## src/rtl/rvfi_trace_pkg.sv

```systemverilog
// Shared RVFI retirement-record types, used by the trace FIFO and the debug-BFM glue.
package rvfi_trace_pkg;

  localparam int unsigned XLEN       = 32;
  localparam int unsigned REG_ADDR_W = 5;
  localparam int unsigned MASK_W     = 4;

  typedef struct packed {
    logic [XLEN-1:0]       insn;
    logic [XLEN-1:0]       pc;
    logic [REG_ADDR_W-1:0] rd_addr;
    logic [XLEN-1:0]       rd_wdata;
    logic [XLEN-1:0]       mem_addr;
    logic [MASK_W-1:0]     mem_rmask;
    logic [MASK_W-1:0]     mem_wmask;
    logic [XLEN-1:0]       mem_rdata;
    logic [XLEN-1:0]       mem_wdata;
    logic                  trap;
  } rvfi_rec_t;

  // Record width tracks the field list above so storage can never disagree with the struct.
  localparam int unsigned RVFI_REC_W = $bits(rvfi_rec_t);

endpackage

```

## src/rtl/rvfi_fifo_core.sv

```systemverilog
// Record storage with wrapping read/write pointers and an occupancy count.
// The caller guarantees push only when not full (or popping) and pop only when not empty.
module rvfi_fifo_core #(
  parameter int unsigned WIDTH = 8,
  parameter int unsigned DEPTH = 8
) (
  input  logic                     clock,
  input  logic                     resetn,
  input  logic                     push,
  input  logic [WIDTH-1:0]         wdata,
  input  logic                     pop,
  output logic [WIDTH-1:0]         rdata,
  output logic [$clog2(DEPTH):0]   level
);

  localparam int unsigned AW = $clog2(DEPTH);
  localparam int unsigned LW = AW + 1;

  logic [WIDTH-1:0] r_mem [DEPTH];
  logic [AW-1:0]    r_wr_ptr;
  logic [AW-1:0]    r_rd_ptr;
  logic [LW-1:0]    r_level;

  // Payload slots carry no reset; validity is tracked entirely by r_level.
  always_ff @(posedge clock) begin
    if (push) begin
      r_mem[r_wr_ptr] <= wdata;
    end
  end

  // DEPTH is a power of two, so plain AW-bit increments wrap modulo DEPTH.
  always_ff @(posedge clock or negedge resetn) begin
    if (!resetn) begin
      r_wr_ptr <= '0;
      r_rd_ptr <= '0;
      r_level  <= '0;
    end else begin
      if (push) begin
        r_wr_ptr <= r_wr_ptr + AW'(1);
      end
      if (pop) begin
        r_rd_ptr <= r_rd_ptr + AW'(1);
      end
      case ({push, pop})
        2'b10:   r_level <= r_level + LW'(1);
        2'b01:   r_level <= r_level - LW'(1);
        default: r_level <= r_level;
      endcase
    end
  end

  assign rdata = r_mem[r_rd_ptr];
  assign level = r_level;

endmodule

```

## src/rtl/rvfi_trace_fifo.sv

```systemverilog
// RVFI trace buffer: stores retired-instruction records, counts drops when full,
// marks the record after a drop with a gap flag, and freezes intake after a trap.
module rvfi_trace_fifo
  import rvfi_trace_pkg::*;
#(
  parameter int unsigned DEPTH = 8,
  parameter int unsigned CNT_W = 16
) (
  input  logic                   clock,
  input  logic                   resetn,
  input  logic                   in_valid,
  input  rvfi_rec_t              in_rec,
  output logic                   out_valid,
  input  logic                   out_ready,
  output rvfi_rec_t              out_rec,
  output logic                   out_gap,
  output logic [$clog2(DEPTH):0] level,
  output logic [CNT_W-1:0]       drop_count,
  output logic                   overflow,
  output logic                   halted,
  input  logic                   clear
);

  localparam int unsigned LVL_W  = $clog2(DEPTH) + 1;
  localparam int unsigned SLOT_W = RVFI_REC_W + 1;

  logic [SLOT_W-1:0] w_wdata;
  logic [SLOT_W-1:0] w_rdata;
  logic [LVL_W-1:0]  w_level;
  logic              w_full;
  logic              w_pop;
  logic              w_push_req;
  logic              w_push;
  logic              w_drop;

  logic [CNT_W-1:0]  r_drop_count;
  logic              r_overflow;
  logic              r_halted;
  logic              r_gap_pending;

  // A pop in the same cycle frees the slot, so a full FIFO can still take a push.
  assign w_full     = (w_level == LVL_W'(DEPTH));
  assign w_pop      = out_valid & out_ready;
  assign w_push_req = in_valid & ~r_halted;
  assign w_push     = w_push_req & (~w_full | w_pop);
  assign w_drop     = w_push_req & ~w_push;

  // Each slot carries its own gap bit in the LSB.
  assign w_wdata = {in_rec, r_gap_pending};

  rvfi_fifo_core #(
    .WIDTH (SLOT_W),
    .DEPTH (DEPTH)
  ) u_core (
    .clock  (clock),
    .resetn (resetn),
    .push   (w_push),
    .wdata  (w_wdata),
    .pop    (w_pop),
    .rdata  (w_rdata),
    .level  (w_level)
  );

  // Drop accounting, gap tracking and halt; clear takes priority over any same-cycle event.
  always_ff @(posedge clock or negedge resetn) begin
    if (!resetn) begin
      r_drop_count  <= '0;
      r_overflow    <= 1'b0;
      r_halted      <= 1'b0;
      r_gap_pending <= 1'b0;
    end else if (clear) begin
      r_drop_count  <= '0;
      r_overflow    <= 1'b0;
      r_halted      <= 1'b0;
      r_gap_pending <= 1'b0;
    end else begin
      if (w_drop) begin
        r_overflow    <= 1'b1;
        r_gap_pending <= 1'b1;
        if (r_drop_count != '1) begin
          r_drop_count <= r_drop_count + CNT_W'(1);
        end
      end else if (w_push) begin
        r_gap_pending <= 1'b0;
      end
      if (w_push && in_rec.trap) begin
        r_halted <= 1'b1;
      end
    end
  end

  // Slot payload is unreset, so the gap bit is qualified by occupancy.
  assign out_valid  = (w_level != '0);
  assign out_rec    = rvfi_rec_t'(w_rdata[SLOT_W-1:1]);
  assign out_gap    = w_rdata[0] & out_valid;
  assign level      = w_level;
  assign drop_count = r_drop_count;
  assign overflow   = r_overflow;
  assign halted     = r_halted;

endmodule
```

## config.mk

```make
export PLATFORM = sky130hd
export DESIGN_NAME = rvfi_trace_fifo
export DESIGN_NICKNAME = d
export VERILOG_FILES = /design/src/rtl/rvfi_trace_pkg.sv /design/src/rtl/rvfi_fifo_core.sv /design/src/rtl/rvfi_trace_fifo.sv
export SDC_FILE = /design/constraint.sdc
export NUM_CORES = 2
export LEC_CHECK = 0
export BUFFER_PORTS_ARGS = -buffer_cell sky130_fd_sc_hd__buf_2
export CORE_UTILIZATION = 50
export CTS_BUF_LIST = sky130_fd_sc_hd__clkbuf_2
export CTS_CLUSTER_DIAMETER = 30
export DETAILED_ROUTE_END_ITERATION = 16
export GPL_TIMING_DRIVEN = 0
export PLACE_DENSITY = 0.65
export SYNTH_ARGS = -nofsm -noshare
export SYNTH_HDL_FRONTEND = slang
export SYNTH_SLANG_ARGS = --single-unit
```

## constraint.sdc

```tcl
create_clock -name clock -period 28.8 [get_ports clock]
set_input_delay 1.44 -clock clock [delete_from_list [all_inputs] [get_ports clock]]
set_output_delay 1.44 -clock clock [all_outputs]
set_load 0.01 [all_outputs]
```

# After elaboration in Yosys (flattened, before gate mapping)
# Memories as Yosys holds them, arrays and structs flattened.
# Index checks and enable logic that the tools add are counted.
[word_totals]
inputBits = 211
output_inout_bits = 230
reg_bits = 29
ramBits = 1656
memories = 1
elab_cells = 47
[mem_list]
columns = ["memory", "depth", "word_bits", "rd", "rd_ports_with_merged_regs", "wr", "line", "rtl"]
rows = [
  ["u_core.r_mem", 8, 207, 1, 0, 1, "rvfi_fifo_core.sv:19", "logic [WIDTH-1:0] r_mem [DEPTH];"],
]
[classes]
bitwise = 9
eq_ne = 4
mux = 13
n_reduce_logical = 8
add_sub_neg = 5
[op_table]
columns = ["op", "count"]
rows = [
  ["$mux W16", 3],
  ["$add A16 B1 Y16 const B", 1],
  ["$ne A16 B16 Y1 const B", 1],
  ["$mux W1", 9],
  ["$pmux W4 S2", 1],
  ["$reduce_bool A2 Y1", 4],
  ["$add A3 B1 Y3 const B", 2],
  ["$and A1 B1 Y1", 5],
  ["$add A4 B1 Y4 const B", 1],
  ["$eq A4 B4 Y1 const B", 1],
  ["$reduce_bool A4 Y1", 1],
  ["$sub A4 B1 Y4 const B", 1],
  ["$not A1 Y1", 3],
  ["$reduce_bool A3 Y1", 1],
  ["$eq A2 B1 Y1 const B", 1],
  ["$eq A2 B2 Y1 const B", 1],
  ["$reduce_and A2 Y1", 1],
  ["$logic_and A1 B1 Y1", 1],
  ["$or A1 B1 Y1", 1],
]

# Logic depth before layout (Yosys ltp)
[logic_depth]
depth_word = 8
mapped_depth = 7
depth_no_buf = 7

# Cells and area by module
# From an unflattened synthesis, not the netlist that was laid out.
[hier_totals]
cells_unflattened = 2559
area_unflattened_um2 = 64052.7
[modules_own_cells]
columns = ["mod", "area_each_um2", "instances", "cells_each", "seq_area_each_um2"]
rows = [
  ["rvfi_fifo_core", 62939.1, 1, 2444, 49977.9],
  ["rvfi_trace_fifo", 1113.6, 1, 115, 475.5],
]

# Worst setup path after synthesis
# Ideal clock, no wire load.
[synth_timing]
path_kind = "input to register"
start = "input port in_valid"
end = "memory u_core.r_mem[0][0] (netlist name), enable pin"
path_stages = 3
t_arrival_ns = 21.203
setup_time_ns = 1.280
path_slack_ns = 6.318
t_required_ns = 27.520
n_path_buf = 0
path_cell_list = "nand2b_1 > a21o_1 > nor4_1"
[synth_via]
elab_chain_len = 4
[synth_lines]
columns = ["item", "line", "rtl"]
rows = [
  ["start, declared", "rvfi_trace_fifo.sv:11", "input logic in_valid,"],
  ["$and A1 B1 Y1", "rvfi_trace_fifo.sv:44", "assign w_push_req = in_valid & ~r_halted;"],
  ["$and A1 B1 Y1", "rvfi_trace_fifo.sv:45", "assign w_push = w_push_req & (~w_full | w_pop);"],
  ["$mux W1", "rvfi_fifo_core.sv:26", "if (push) begin"],
  ["$mux W1 (not written as such)", "rvfi_fifo_core.sv:27", "r_mem[r_wr_ptr] <= wdata;"],
  ["end, declared", "rvfi_fifo_core.sv:19", ""],
]
# No other way between the ends.

==> results_dict.tcl <==
set metrics [dict create \
    rows 130 \
    placed_cells 4837 \
    antenna_found_initial 21 \
    power_density_nw_per_um2 92.90 \
    synth.net_count 2783 \
    avgViaCountPerCell 5.558 \
    crit_top_cell "clkbuf_1" \
    finalClockSkew_ns 0.2068 \
    number_of_instances_in_the_synthesized_netlist 2566 \
    postCtsSetupRepairBufs 0 \
    die_w_um 358.4 \
    worst_path_largest_cell_delay_ns 1.07 \
    synth.cell_area_um2 63500 \
    wirelength_um 148200 \
    first_global_vias 34510 \
    final.min_clock_period_ns 6.745 \
    starting_utilization_of_the_core_area_pct 50.50 \
    nNetsFinal 4046 \
    post_route_cells_drive_above_1_share_pct 46.40 \
    worst-path-max-fanout 11 \
    routabilityCongestion 0.7694 \
    worstHoldPathType "primary input to async pin" \
    cts.root.buffer_cell "clkbuf_2" \
    firstDrtPassIters 7 \
    cts_buffers 428 \
    report.final.setup_viol 0 \
    critPathArrivalTime_ns 5.31 \
    grt_max_degree 30 \
    met1_capacity_usage_during_global_routing_pct 29.11 \
    grt-ovfl-total 0 \
    power.leakage_nw 26.02 \
    design.portCount 441 \
    final_cells 5802 \
    cts_max_level 5 \
    yosys.cell_types.count 42 \
    grt_first_pass_wirelength_um 216000 \
    rsz_0062_raised_after_global_routing "no" \
    hpwlAfterDp_um 97450 \
    met3_usage_pct 6.477 \
    crit_chain "clkbuf_1 > clkbuf_1 > clkbuf_1 > mux2_2 > buf_2" \
    final_area_um2 76080 \
    core_area_um2 125700 \
    clock-sinks 1685 \
    flow.area_growth_from_synthesis_pct 19.81 \
    start_kind "flip-flop" \
    top_usage_layer "met2" \
    worst_ir_drop_vdd_mv 0.05552 \
    num_vias 32250 \
    vert_die_dim_um 358.4 \
    globalRouteTotalUtil_pct 23.32 \
    clkSlewWorstSetupHoldPaths_ns 0.12 \
    post_dr_wirelength_cell_um 25.54 \
    crit_end_category "primary output" \
    seq_area_frac_synth_pct 79.46 \
    maxSlewViolCount 0 \
    outcome "completed" \
    maxClockFrequency_ghz 0.1483 \
    ant_nets 0 \
    avgSynthCellArea_um2 24.75 \
    drc_violations_left 0 \
    port_buffers 440 \
    cpMaxStageDelayCell "clkbuf_1" \
    cts_tree "done" \
    worstSetupPathType "flip-flop to primary output" \
    finalCritPeriodShare_pct 23.42 \
    final-hold-violation-count 0 \
    postSynthRegisterBits 1685 \
    tightestPinTransition_ns 1.368 \
    clk_path_buf_depth 4 \
    grtUsageMet2_pct 39.45 \
    remaining_max_slew_budget_at_the_tightest_pin_pct 8.806 \
    design.die.area_um2 128400 \
    synth_warnings 0 \
    worstPathRequired_ns 27.36 \
    max-cap-violations 0 \
    postPlaceCellArea_um2 70000 \
    clock_latency_ns 1.85 \
    detail_route.iter0.violations 2658 \
]
==> where the power goes <==
| group | total (mW) | internal, mW | leakage (nW) | switching, mW |
|---|---|---|---|---|
| clock | 1.59 | 0.675 | 2.92 | 0.916 |
| sequential | 3.06 | 2.99 | 15.4 | 0.0642 |
| combinational | 2.42 | 1.12 | 7.72 | 1.30 |
| total | 7.07 | 4.79 | 26.0 | 2.28 |
==> per-stage QoR <==
| step | TNS (ns) | total power [mW] | util (%) | hold WS [ns] | worst slack (ns) |
|---|---|---|---|---|---|
| floorplan | 0 | 4.689 | - | 0.5250 | 6.318 |
| global placement | -7497.89 | 5.722 | 53.89 | 0.5174 | -16.75 |
| detailed placement | 0 | 5.551 | 55.68 | 0.5251 | 23.63 |
| CTS | 0 | 7.175 | 60.48 | 0.03327 | 21.66 |
| global route | 0 | 7.417 | 60.50 | 0.1634 | 21.65 |
| finish | 0 | 7.067 | 60.51 | 0.3060 | 22.05 |
==> layer usage <==
metal  part of all wire (%)  wire length (µm)  vias up
met1                     39             57210    16900
met2                     52             77310     1201
li1                       -                 -    13900
met5                  0.058                86        -
met3                    7.0             10410      230
met4                    2.1              3150       14
==> state kept, by name, indices dropped and copies added (netlist names) <==
name and cells:
u_core.level 4, r_gap_pending 1, u_core.r_mem 1656, halted 1, u_core.r_wr_ptr 3, u_core.r_rd_ptr 3
overflow 1, drop_count 16
==> cells in the final DEF, fill, tap and decap left out, types with 8 or more instances in the layout <==
master,Yosys,layout
clkbuf_1,66,66
buf_8,0,11
diode_2,0,14
buf_12,0,28
mux2_2,208,208
clkbuf_2,0,595
a21oi_1,17,17
dfrtp_1,29,29
mux4_2,414,414
buf_6,0,96
buf_2,23,463
nor2_1,13,10
buf_1,31,31
or4_1,8,8
buf_4,0,44
dlygate4sd3_1,0,212
nand2_1,15,15
edfxtp_1,1656,1656
clkinv_2,0,25
clkinv_1,0,98
bufinv_16,0,13
==> worst max-delay path: cells and delay by family, from the launching register on <==
| family | cells | cell delay [ns] |
|---|---|---|
| buffers and inverters | 4 | 2.84 |
| muxes | 1 | 0.45 |
| DFF | 1 | 0.33 |
==> Yosys cell counts (all sizes together) <==
cell	instances	share of area, %
nand3	6	0.047
mux2	211	3.7
a21oi	17	0.13
nor3	8	0.063
nand4bb	1	0.026
o21ai	3	0.024
nand2	15	0.089
edfxtp	1656	78
xnor2	6	0.083
fa	1	0.032
o41a	1	0.018
nand2b	3	0.030
or2	2	0.020
buf	54	0.36
ha	5	0.099
or4b	1	0.016
o41ai	2	0.028
clkbuf	67	0.41
and2	1	0.0099
or3	5	0.049
a221oi	1	0.014
a211oi	1	0.012
nor2b	4	0.039
xor2	1	0.014
nor4	5	0.059
a21o	2	0.024
o31ai	7	0.083
mux2i	3	0.047
or4	8	0.095
and4	2	0.030
nand4	3	0.030
dfrtp	29	1.1
nor2	13	0.077
mux4	414	15
nand3b	1	0.012
inv	7	0.041
==> cell families after synthesis <==
group | share of synthesized area [%]
buffers and inverters | 0.8178
and+or+nand+nor | 0.6897
DFF | 79.46
AOI/OAI and AO/OA | 0.3350
muxes | 18.47
xor gates and xnor gates | 0.09656
adders and majority gates | 0.1301
==> path summary, 6_finish.rpt <==
| path | cells past startpoint | from | to | slack, ns |
|---|---|---|---|---|
| setup / recovery | 5 | u_core.r_rd_ptr[2] | out_rec[98] | 22.05 |
| hold / removal | 2 | resetn | overflow | 0.31 |
| setup reg to reg | 10 | halted | u_core.r_mem[4][126] | 25.32 |
| hold reg to reg | 2 | overflow | overflow | 0.55 |
| max in group asynchronous | 2 | resetn | u_core.r_wr_ptr[1] | 27.99 |
| min in group clock | 2 | in_rec[157] | u_core.r_mem[3][158] | 0.40 |
==> cell type report <==
cell class,count,area [µm²]
repair buffers,833,6516
diodes,14,35.03
flip-flops and latches,1685,50450
well taps,1650,2064
fillers,9007,49660
multi-input cells,753,12570
plain buffers,121,493.0
clock buffers,595,2978
clock inverters,144,935.9
inverters,7,26.28
==> repair_timing <==
action,4_1_cts,5_1_grt
setup endpoints to repair,0,0
hold buffers,212,0
hold endpoints to repair,1690,0
resized for setup,0,0
No activity file was read; power rests on OpenSTA's default activity.
